[src/rtl/cpu_lcd_pkg.sv]
// rtl/cpu_lcd_pkg.sv - shared opcodes, FSM encoding, ASCII/column constants and mnemonic lookup
package cpu_lcd_pkg;

  typedef enum logic [1:0] {
    ST_IDLE = 2'd0,
    ST_ABS  = 2'd1,
    ST_CONV = 2'd2,
    ST_FILL = 2'd3
  } state_t;

  localparam logic [3:0] OP_LOAD  = 4'b0000;
  localparam logic [3:0] OP_ADD   = 4'b0001;
  localparam logic [3:0] OP_ADDI  = 4'b0010;
  localparam logic [3:0] OP_SUB   = 4'b0011;
  localparam logic [3:0] OP_SUBI  = 4'b0100;
  localparam logic [3:0] OP_MUL   = 4'b0101;
  localparam logic [3:0] OP_CLEAR = 4'b0110;
  localparam logic [3:0] OP_DISP  = 4'b0111;

  localparam logic [7:0] CH_SPACE = 8'h20;
  localparam logic [7:0] CH_PLUS  = 8'h2B;
  localparam logic [7:0] CH_MINUS = 8'h2D;
  localparam logic [7:0] CH_R     = 8'h52;
  localparam logic [7:0] CH_ZERO  = 8'h30;
  localparam logic [7:0] CH_QUEST = 8'h3F;

  localparam logic [4:0] COL_REG    = 5'd13;
  localparam logic [4:0] COL_SIGN   = 5'd26;
  localparam logic [4:0] COL_DIGITS = 5'd27;

  localparam int unsigned CONV_STEPS = 16;
  localparam int unsigned FRAME_LEN  = 32;

  // Five space-padded characters, column 0 in bits [39:32].
  function automatic logic [39:0] mnemonic(input logic [3:0] op);
    logic [39:0] m;
    case (op)
      OP_LOAD:  m = "LOAD ";
      OP_ADD:   m = "ADD  ";
      OP_ADDI:  m = "ADDI ";
      OP_SUB:   m = "SUB  ";
      OP_SUBI:  m = "SUBI ";
      OP_MUL:   m = "MUL  ";
      OP_CLEAR: m = "CLEAR";
      OP_DISP:  m = "DISP ";
      default:  m = {CH_QUEST, CH_QUEST, CH_QUEST, CH_QUEST, CH_SPACE};
    endcase
    return m;
  endfunction

endpackage

[src/rtl/bin2bcd_seq.sv]
// rtl/bin2bcd_seq.sv - iterative 17-bit to 5-digit BCD double-dabble converter
// load primes the registers, each step performs one add-3/shift iteration.
module bin2bcd_seq (
  input  logic        clk,
  input  logic        reset_n,
  input  logic        load,
  input  logic        step,
  input  logic [16:0] value,
  output logic [19:0] bcd
);

  logic [15:0] bin_q;
  logic [19:0] bcd_q;
  logic [19:0] bcd_adj;

  always_comb begin
    bcd_adj = bcd_q;
    for (int i = 0; i < 5; i++) begin
      if (bcd_q[4*i +: 4] >= 4'd5)
        bcd_adj[4*i +: 4] = bcd_q[4*i +: 4] + 4'd3;
    end
  end

  // Loading bit 16 straight into the BCD LSB is the first iteration on a
  // zero BCD, so the remaining 16 bits need exactly 16 steps.
  always_ff @(posedge clk or negedge reset_n) begin
    if (!reset_n) begin
      bcd_q <= '0;
      bin_q <= '0;
    end else if (load) begin
      bcd_q <= {19'd0, value[16]};
      bin_q <= value[15:0];
    end else if (step) begin
      {bcd_q, bin_q} <= {bcd_adj, bin_q} << 1;
    end
  end

  assign bcd = bcd_q;

endmodule

[src/rtl/cpu_lcd_formatter.sv]
// rtl/cpu_lcd_formatter.sv - renders CPU result/dest/opcode into a 2x16 ASCII frame
// CPU_LCD_DOUBLE_BUFFER_EN adds a display buffer refreshed only when a frame completes.
module cpu_lcd_formatter
  import cpu_lcd_pkg::*;
#(
  parameter bit         ZERO_PAD   = 1'b1,
  parameter logic [7:0] BLANK_CHAR = 8'h20
) (
  input  logic        clk,
  input  logic        reset_n,
  input  logic        start,
  input  logic [15:0] cpu_result,
  input  logic [3:0]  cpu_dest_addr,
  input  logic [3:0]  cpu_opcode,
  output logic        busy,
  output logic        done,
  input  logic [4:0]  rd_addr,
  output logic [7:0]  rd_char
);

  state_t      state_q, state_d;
  logic [15:0] res_q;
  logic [3:0]  dest_q;
  logic [3:0]  op_q;
  logic        sign_q;
  logic [4:0]  cnt_q;
  logic        done_q;

  logic        accept;
  logic        load_bcd;
  logic        step_bcd;
  logic        wr_en;
  logic        frame_last;

  logic [16:0] magnitude;
  logic [19:0] bcd;
  logic [7:0]  wr_char;
  logic [7:0]  digit_char [5];
  logic [39:0] mn;
  logic        dest_tens;
  logic [3:0]  dest_units;

  logic [7:0]  frame [FRAME_LEN];

  always_ff @(posedge clk or negedge reset_n) begin
    if (!reset_n) state_q <= ST_IDLE;
    else          state_q <= state_d;
  end

  always_comb begin
    state_d = state_q;
    unique case (state_q)
      ST_IDLE: if (start && !done_q) state_d = ST_ABS;
      ST_ABS:  state_d = ST_CONV;
      ST_CONV: if (cnt_q == 5'(CONV_STEPS - 1)) state_d = ST_FILL;
      ST_FILL: if (cnt_q == 5'(FRAME_LEN - 1)) state_d = ST_IDLE;
      default: state_d = ST_IDLE;
    endcase
  end

  // A start coinciding with the done pulse is dropped, not queued.
  always_comb begin
    busy       = (state_q != ST_IDLE);
    accept     = (state_q == ST_IDLE) && start && !done_q;
    load_bcd   = (state_q == ST_ABS);
    step_bcd   = (state_q == ST_CONV);
    wr_en      = (state_q == ST_FILL);
    frame_last = (state_q == ST_FILL) && (cnt_q == 5'(FRAME_LEN - 1));
  end

  always_ff @(posedge clk or negedge reset_n) begin
    if (!reset_n) begin
      res_q  <= '0;
      dest_q <= '0;
      op_q   <= '0;
      sign_q <= 1'b0;
      cnt_q  <= '0;
      done_q <= 1'b0;
    end else begin
      if (accept) begin
        res_q  <= cpu_result;
        dest_q <= cpu_dest_addr;
        op_q   <= cpu_opcode;
      end
      if (load_bcd) begin
        sign_q <= res_q[15];
        cnt_q  <= '0;
      end else if (step_bcd && cnt_q == 5'(CONV_STEPS - 1)) begin
        cnt_q <= '0;
      end else if (step_bcd || wr_en) begin
        cnt_q <= cnt_q + 5'd1;
      end
      done_q <= frame_last;
    end
  end

  // 17-bit negate so that -32768 maps to +32768.
  assign magnitude = res_q[15] ? (17'd0 - {1'b1, res_q}) : {1'b0, res_q};

  bin2bcd_seq u_bin2bcd (
    .clk     (clk),
    .reset_n (reset_n),
    .load    (load_bcd),
    .step    (step_bcd),
    .value   (magnitude),
    .bcd     (bcd)
  );

  always_comb begin
    logic       lead;
    logic [3:0] d;
    lead = 1'b1;
    d    = '0;
    for (int i = 0; i < 5; i++) begin
      d    = bcd[4*(4-i) +: 4];
      lead = lead && (d == 4'd0);
      if (lead && (i != 4) && !ZERO_PAD) digit_char[i] = CH_SPACE;
      else                               digit_char[i] = CH_ZERO + {4'd0, d};
    end
  end

  assign mn         = mnemonic(op_q);
  assign dest_tens  = (dest_q >= 4'd10);
  assign dest_units = dest_tens ? (dest_q - 4'd10) : dest_q;

  always_comb begin
    wr_char = BLANK_CHAR;
    case (cnt_q)
      5'd0:              wr_char = mn[39:32];
      5'd1:              wr_char = mn[31:24];
      5'd2:              wr_char = mn[23:16];
      5'd3:              wr_char = mn[15:8];
      5'd4:              wr_char = mn[7:0];
      COL_REG:           wr_char = CH_R;
      COL_REG + 5'd1:    wr_char = CH_ZERO + {7'd0, dest_tens};
      COL_REG + 5'd2:    wr_char = CH_ZERO + {4'd0, dest_units};
      COL_SIGN:          wr_char = sign_q ? CH_MINUS : CH_PLUS;
      COL_DIGITS:        wr_char = digit_char[0];
      COL_DIGITS + 5'd1: wr_char = digit_char[1];
      COL_DIGITS + 5'd2: wr_char = digit_char[2];
      COL_DIGITS + 5'd3: wr_char = digit_char[3];
      COL_DIGITS + 5'd4: wr_char = digit_char[4];
      default:           wr_char = BLANK_CHAR;
    endcase
  end

  always_ff @(posedge clk or negedge reset_n) begin
    if (!reset_n) begin
      for (int i = 0; i < FRAME_LEN; i++) frame[i] <= BLANK_CHAR;
    end else if (wr_en) begin
      frame[cnt_q] <= wr_char;
    end
  end

`ifdef CPU_LCD_DOUBLE_BUFFER_EN
  logic [7:0] disp [FRAME_LEN];

  // The last column is written on the same edge, so take it from wr_char.
  always_ff @(posedge clk or negedge reset_n) begin
    if (!reset_n) begin
      for (int i = 0; i < FRAME_LEN; i++) disp[i] <= BLANK_CHAR;
    end else if (frame_last) begin
      for (int i = 0; i < FRAME_LEN - 1; i++) disp[i] <= frame[i];
      disp[FRAME_LEN-1] <= wr_char;
    end
  end

  assign rd_char = disp[rd_addr];
`else
  assign rd_char = frame[rd_addr];
`endif

  assign done = done_q;

endmodule

[config.mk]
export PLATFORM = sky130hd
export DESIGN_NAME = cpu_lcd_formatter
export DESIGN_NICKNAME = d
export VERILOG_FILES = /design/src/rtl/cpu_lcd_pkg.sv /design/src/rtl/bin2bcd_seq.sv /design/src/rtl/cpu_lcd_formatter.sv
export SDC_FILE = /design/constraint.sdc
export NUM_CORES = 1
export LEC_CHECK = 0
export CORE_UTILIZATION = 56
export CTS_CLUSTER_DIAMETER = 80
export DETAILED_ROUTE_END_ITERATION = 6
export PLACE_DENSITY = 0.74
export SKIP_CTS_REPAIR_TIMING = 1
export SLEW_MARGIN = 10
export SYNTH_ARGS = -nofsm -noshare
export SYNTH_HDL_FRONTEND = slang
export SYNTH_SLANG_ARGS = --single-unit
export TNS_END_PERCENT = 5
[constraint.sdc]
create_clock -name clk -period 2.06 [get_ports clk]
set_input_delay 0.309 -clock clk [delete_from_list [all_inputs] [get_ports clk]]
set_output_delay 0.309 -clock clk [all_outputs]
set_load 0.02 [all_outputs]
==> out/summary.txt <==
Status - complete, but fails checks
Failing checks - negative setup slack
H-Tree Depth - 1
Post-synthesis cell type count - 68
DR iter-0 viols - 752
Switching pwr - 7.16 mW
Worst-path clk slew - 0.06 ns
Setup crit start - frame[230]$_DFFE_PN0P_
Die X - 160 um
Area growth syn-to-layout - 19.3%
Primary FF master, synth - dfrtp_1
Int Pwr - 13.6 mW
Vias after detailed routing - 9761
Number of global-route vias before repair - 10057
Unrepaired setup endpoints after global routing - true
Number of I/O port buffers - 40
CTS sink cnt - 293
Max Cap Viol - 0
N_diodes - 0
Combinational power share - 34.3%
Drt drc - 0
Vias per cell - 5.94
CP max-delay cell - mux4_2
Xor/xnor cell area share of the yosys netlist - 1.32%
Post-DP HPWL - 23400 um
CTS Root Cell - clkbuf_16
Pre-antenna DRT Iters - 7
Mapped Cells - 1188
CP Data Arrival Time - 2.02 ns
Clock buffer depth - 3
Final hold violation count - 0
Async set-or-reset flop fraction in the synthesized netlist - 100%
Sum Neg Setup Slack - -1.62 ns
Flop pwr share - 36.2%
Worst-Margin Slew - 0.742 ns
Critical path peak fanout - 2
GRT Util Overall - 27.2%
Placement row count - 57
Post-Syn Area - 13900 um^2
Worst min-delay path category - in -> async
Crit path cell chain - mux4_2 -> o22ai_1 -> nor4_2 -> dlymetal6s2s_1
Post-Syn Nets - 1248
Syn_area_per_cell - 11.7 um^2
DP Area - 15300 um^2
Mux cell area share after synthesis - 12.4%
Global-route wire length before repair - 54800 um
Fill cells - 1766
Fin crit period - 2.33 ns
Power Density - 1250 nW/um^2
Max Slew Vio Count - 0
Main combinational cell family by area after synthesis - simple AND/OR/NAND/NOR gates
Clock skew - 0.0211 ns
Largest net degree at the start of global routing - 67
Compound-Gate Fraction of Synth Area - 12.8%
Share of cells above drive strength 1 - 26.4%
Max stage delay on crit path - 0.52 ns
Worst r2r src - cnt_q[0]$_DFFE_PN0P_
EDFF count, synth - 0
Worst vdd ir - 0.000936 V
Placeable core area - 24400 um^2
Part of the cycle the worst path needs - 113%
Synth Area in Simple Gates - 14.7%
Number of CTS-inserted buffers - 31
Sequential cell area fraction in the yosys report - 52.9%
Critical path capture point type - output port
Post-route cell area - 16600 um^2
Power Total - 20.7 mW
Post-Place Cells - 1580
Synthesis-stage register bit count - 293
Post-route insts no fill - 1643
Final Worst Setup Slack - -0.268 ns
Pre-CTS setup slack - -0.702 ns
Hold Slack - 0.288 ns
CTS tree - done
Ys Warns - 0
Initial antenna violation count - 0
Leak pwr - 7.37 nW
Final WL - 33400 um
Clk pwr share - 29.5%
Post-DRT Antenna Nets - 0
WL/cell - 20.3 um
Worst Setup Path Type - reg -> out
Worst Path Required - 1.75 ns
Post-Synth Adder-Cell Area - 2.51%
Startpoint Class - register
I/O Pins - 42
Max Fclk - 430 MHz
Final Util - 68.2%
Total gr overflow - 0
# setup viols final - 7
Vert. Die Dim - 160 um
Clock Latency Late Sink - 0.59 ns
Die area - 25500 um^2
Initial core utilization - 57.1%
Sw Share - 34.5%
Final RePlAce weighted congestion - 0.861
Final nets - 1354
Rel. slew slack - 50.3%
## power groups by stage
stage	Sequential (mW)	Combinational, mW	Clock (mW)
after global routing	7.63	7.77	6.42
final	7.50	7.10	6.11
after detailed placement	7.60	6.91	0
after CTS	7.50	6.97	6.19
after global placement	7.55	6.77	0
after floorplan	7.28	4.75	0
## path summary, 6_finish.rpt
path / to / slack (ns) / cells past startpoint
setup / recovery: rd_char[6] / -0.27 / 4
hold / removal: frame[210]$_DFFE_PN0P_ / 0.29 / 2
setup reg to reg: frame[233]$_DFFE_PN0P_ / 0.06 / 7
hold reg to reg: frame[145]$_DFFE_PN0P_ / 0.46 / 1
max in group asynchronous: frame[5]$_DFFE_PN1P_ / 1.09 / 3
min in group clk: res_q[13]$_DFFE_PN0P_ / 0.35 / 2
## area by class of cell
cell class | instances | area, um^2 | share of cell area, %
Clock buffer | 41 | 873 | 5.25
Multi-Input combinational cell | 794 | 6250 | 37.6
Inverter | 32 | 120 | 0.722
Timing Repair Buffer | 142 | 1350 | 8.14
Sequential cell | 293 | 7370 | 44.3
Clock inverter | 17 | 256 | 1.54
Tap cell | 324 | 405 | 2.44
## registers in the layout, summed over array words and instances, names as in the netlist
signal           cells
u_bin2bcd.bcd       20
state_q              2
dest_q               4
cnt_q                5
frame              224
u_bin2bcd.bin_q     16
sign_q               1
op_q                 4
res_q               16
done                 1
## cell usage in the layout, fill, tap and decap left out, drive strengths merged, types with 7 or more instances in the layout
master and n:
mux2 28, o31ai 11, clkdlybuf4s50 26, nand2 36
nand3 26, o22ai 37, xor2 15, nand3b 7
nor4 9, a31oi 34, clkinv 9, dlymetal6s2s 7
and2 51, nor2 116, inv 33, ha 28
o21ai 53, dfrtp 261, clkbuf 42, dfstp 32
nand2b 22, a21oi 67, mux2i 15, or2 22
mux4 56, nor2b 55, o21a 14, buf 107
## metal layers
metal  part of all wire, %  vias up  routed length, um  GRT usage (%)
li1                      -     4492                  -              -
met1                    43     4962              14500           37.0
met2                    49      240              16200           44.7
met3                   4.9       67               1640           4.86
met4                   3.0        0               1010           8.78
met5                     0        -                  0              0
## critical path, delay by kind of cell (launching register included)
family	cells	cell delay [ns]
multiplexers	1	0.52
flip-flops	1	0.38
AO/OA/AOI/OAI	1	0.24
buffers and inverters	1	0.21
AND/OR/NAND/NOR	1	0.08
## kinds of logic (layout without fill, tap and decap cells)
| family | Yosys count | count (layout) |
|---|---|---|
| AO/OA/AOI/OAI | 273 | 273 |
| XOR/XNOR | 21 | 21 |
| adder cells (fa/ha/maj) | 28 | 28 |
| buffers and inverters | 101 | 232 |
| flip-flops | 293 | 293 |
| multiplexers | 99 | 99 |
| other | 1 | 1 |
| AND/OR/NAND/NOR | 372 | 372 |
## synthesized netlist by cell type (all sizes together) (3+ instances only)
master	count	share of area, %
buf	41	1.7
mux4	56	9.1
ha	28	2.5
a21oi	67	2.4
inv	32	0.86
dfrtp	261	47
clkbuf	28	0.75
or4	4	0.24
a22o	5	0.31
xor2	15	0.94
a211o	3	0.19
nor3b	4	0.22
or3b	4	0.27
o32ai	6	0.38
o31ai	11	0.66
a31oi	34	1.6
nor4	9	0.51
a22oi	6	0.32
nor2b	55	2.5
dfstp	32	6.0
o21a	14	0.75
a32o	5	0.36
o41ai	4	0.47
or3	4	0.18
nor3	5	0.26
nor2	116	3.3
mux2	28	2.3
o22ai	37	1.7
mux2i	15	1.1
xnor2	6	0.38
a21o	3	0.16
a21boi	5	0.27
a211oi	6	0.36
nand2b	22	0.99
o21ai	53	1.9
nand2	36	0.97
nand3b	7	0.38
nand3	26	0.93
o211a	3	0.22
and2	51	2.3
or2	22	0.99
No activity file was read; power rests on OpenSTA's default activity.
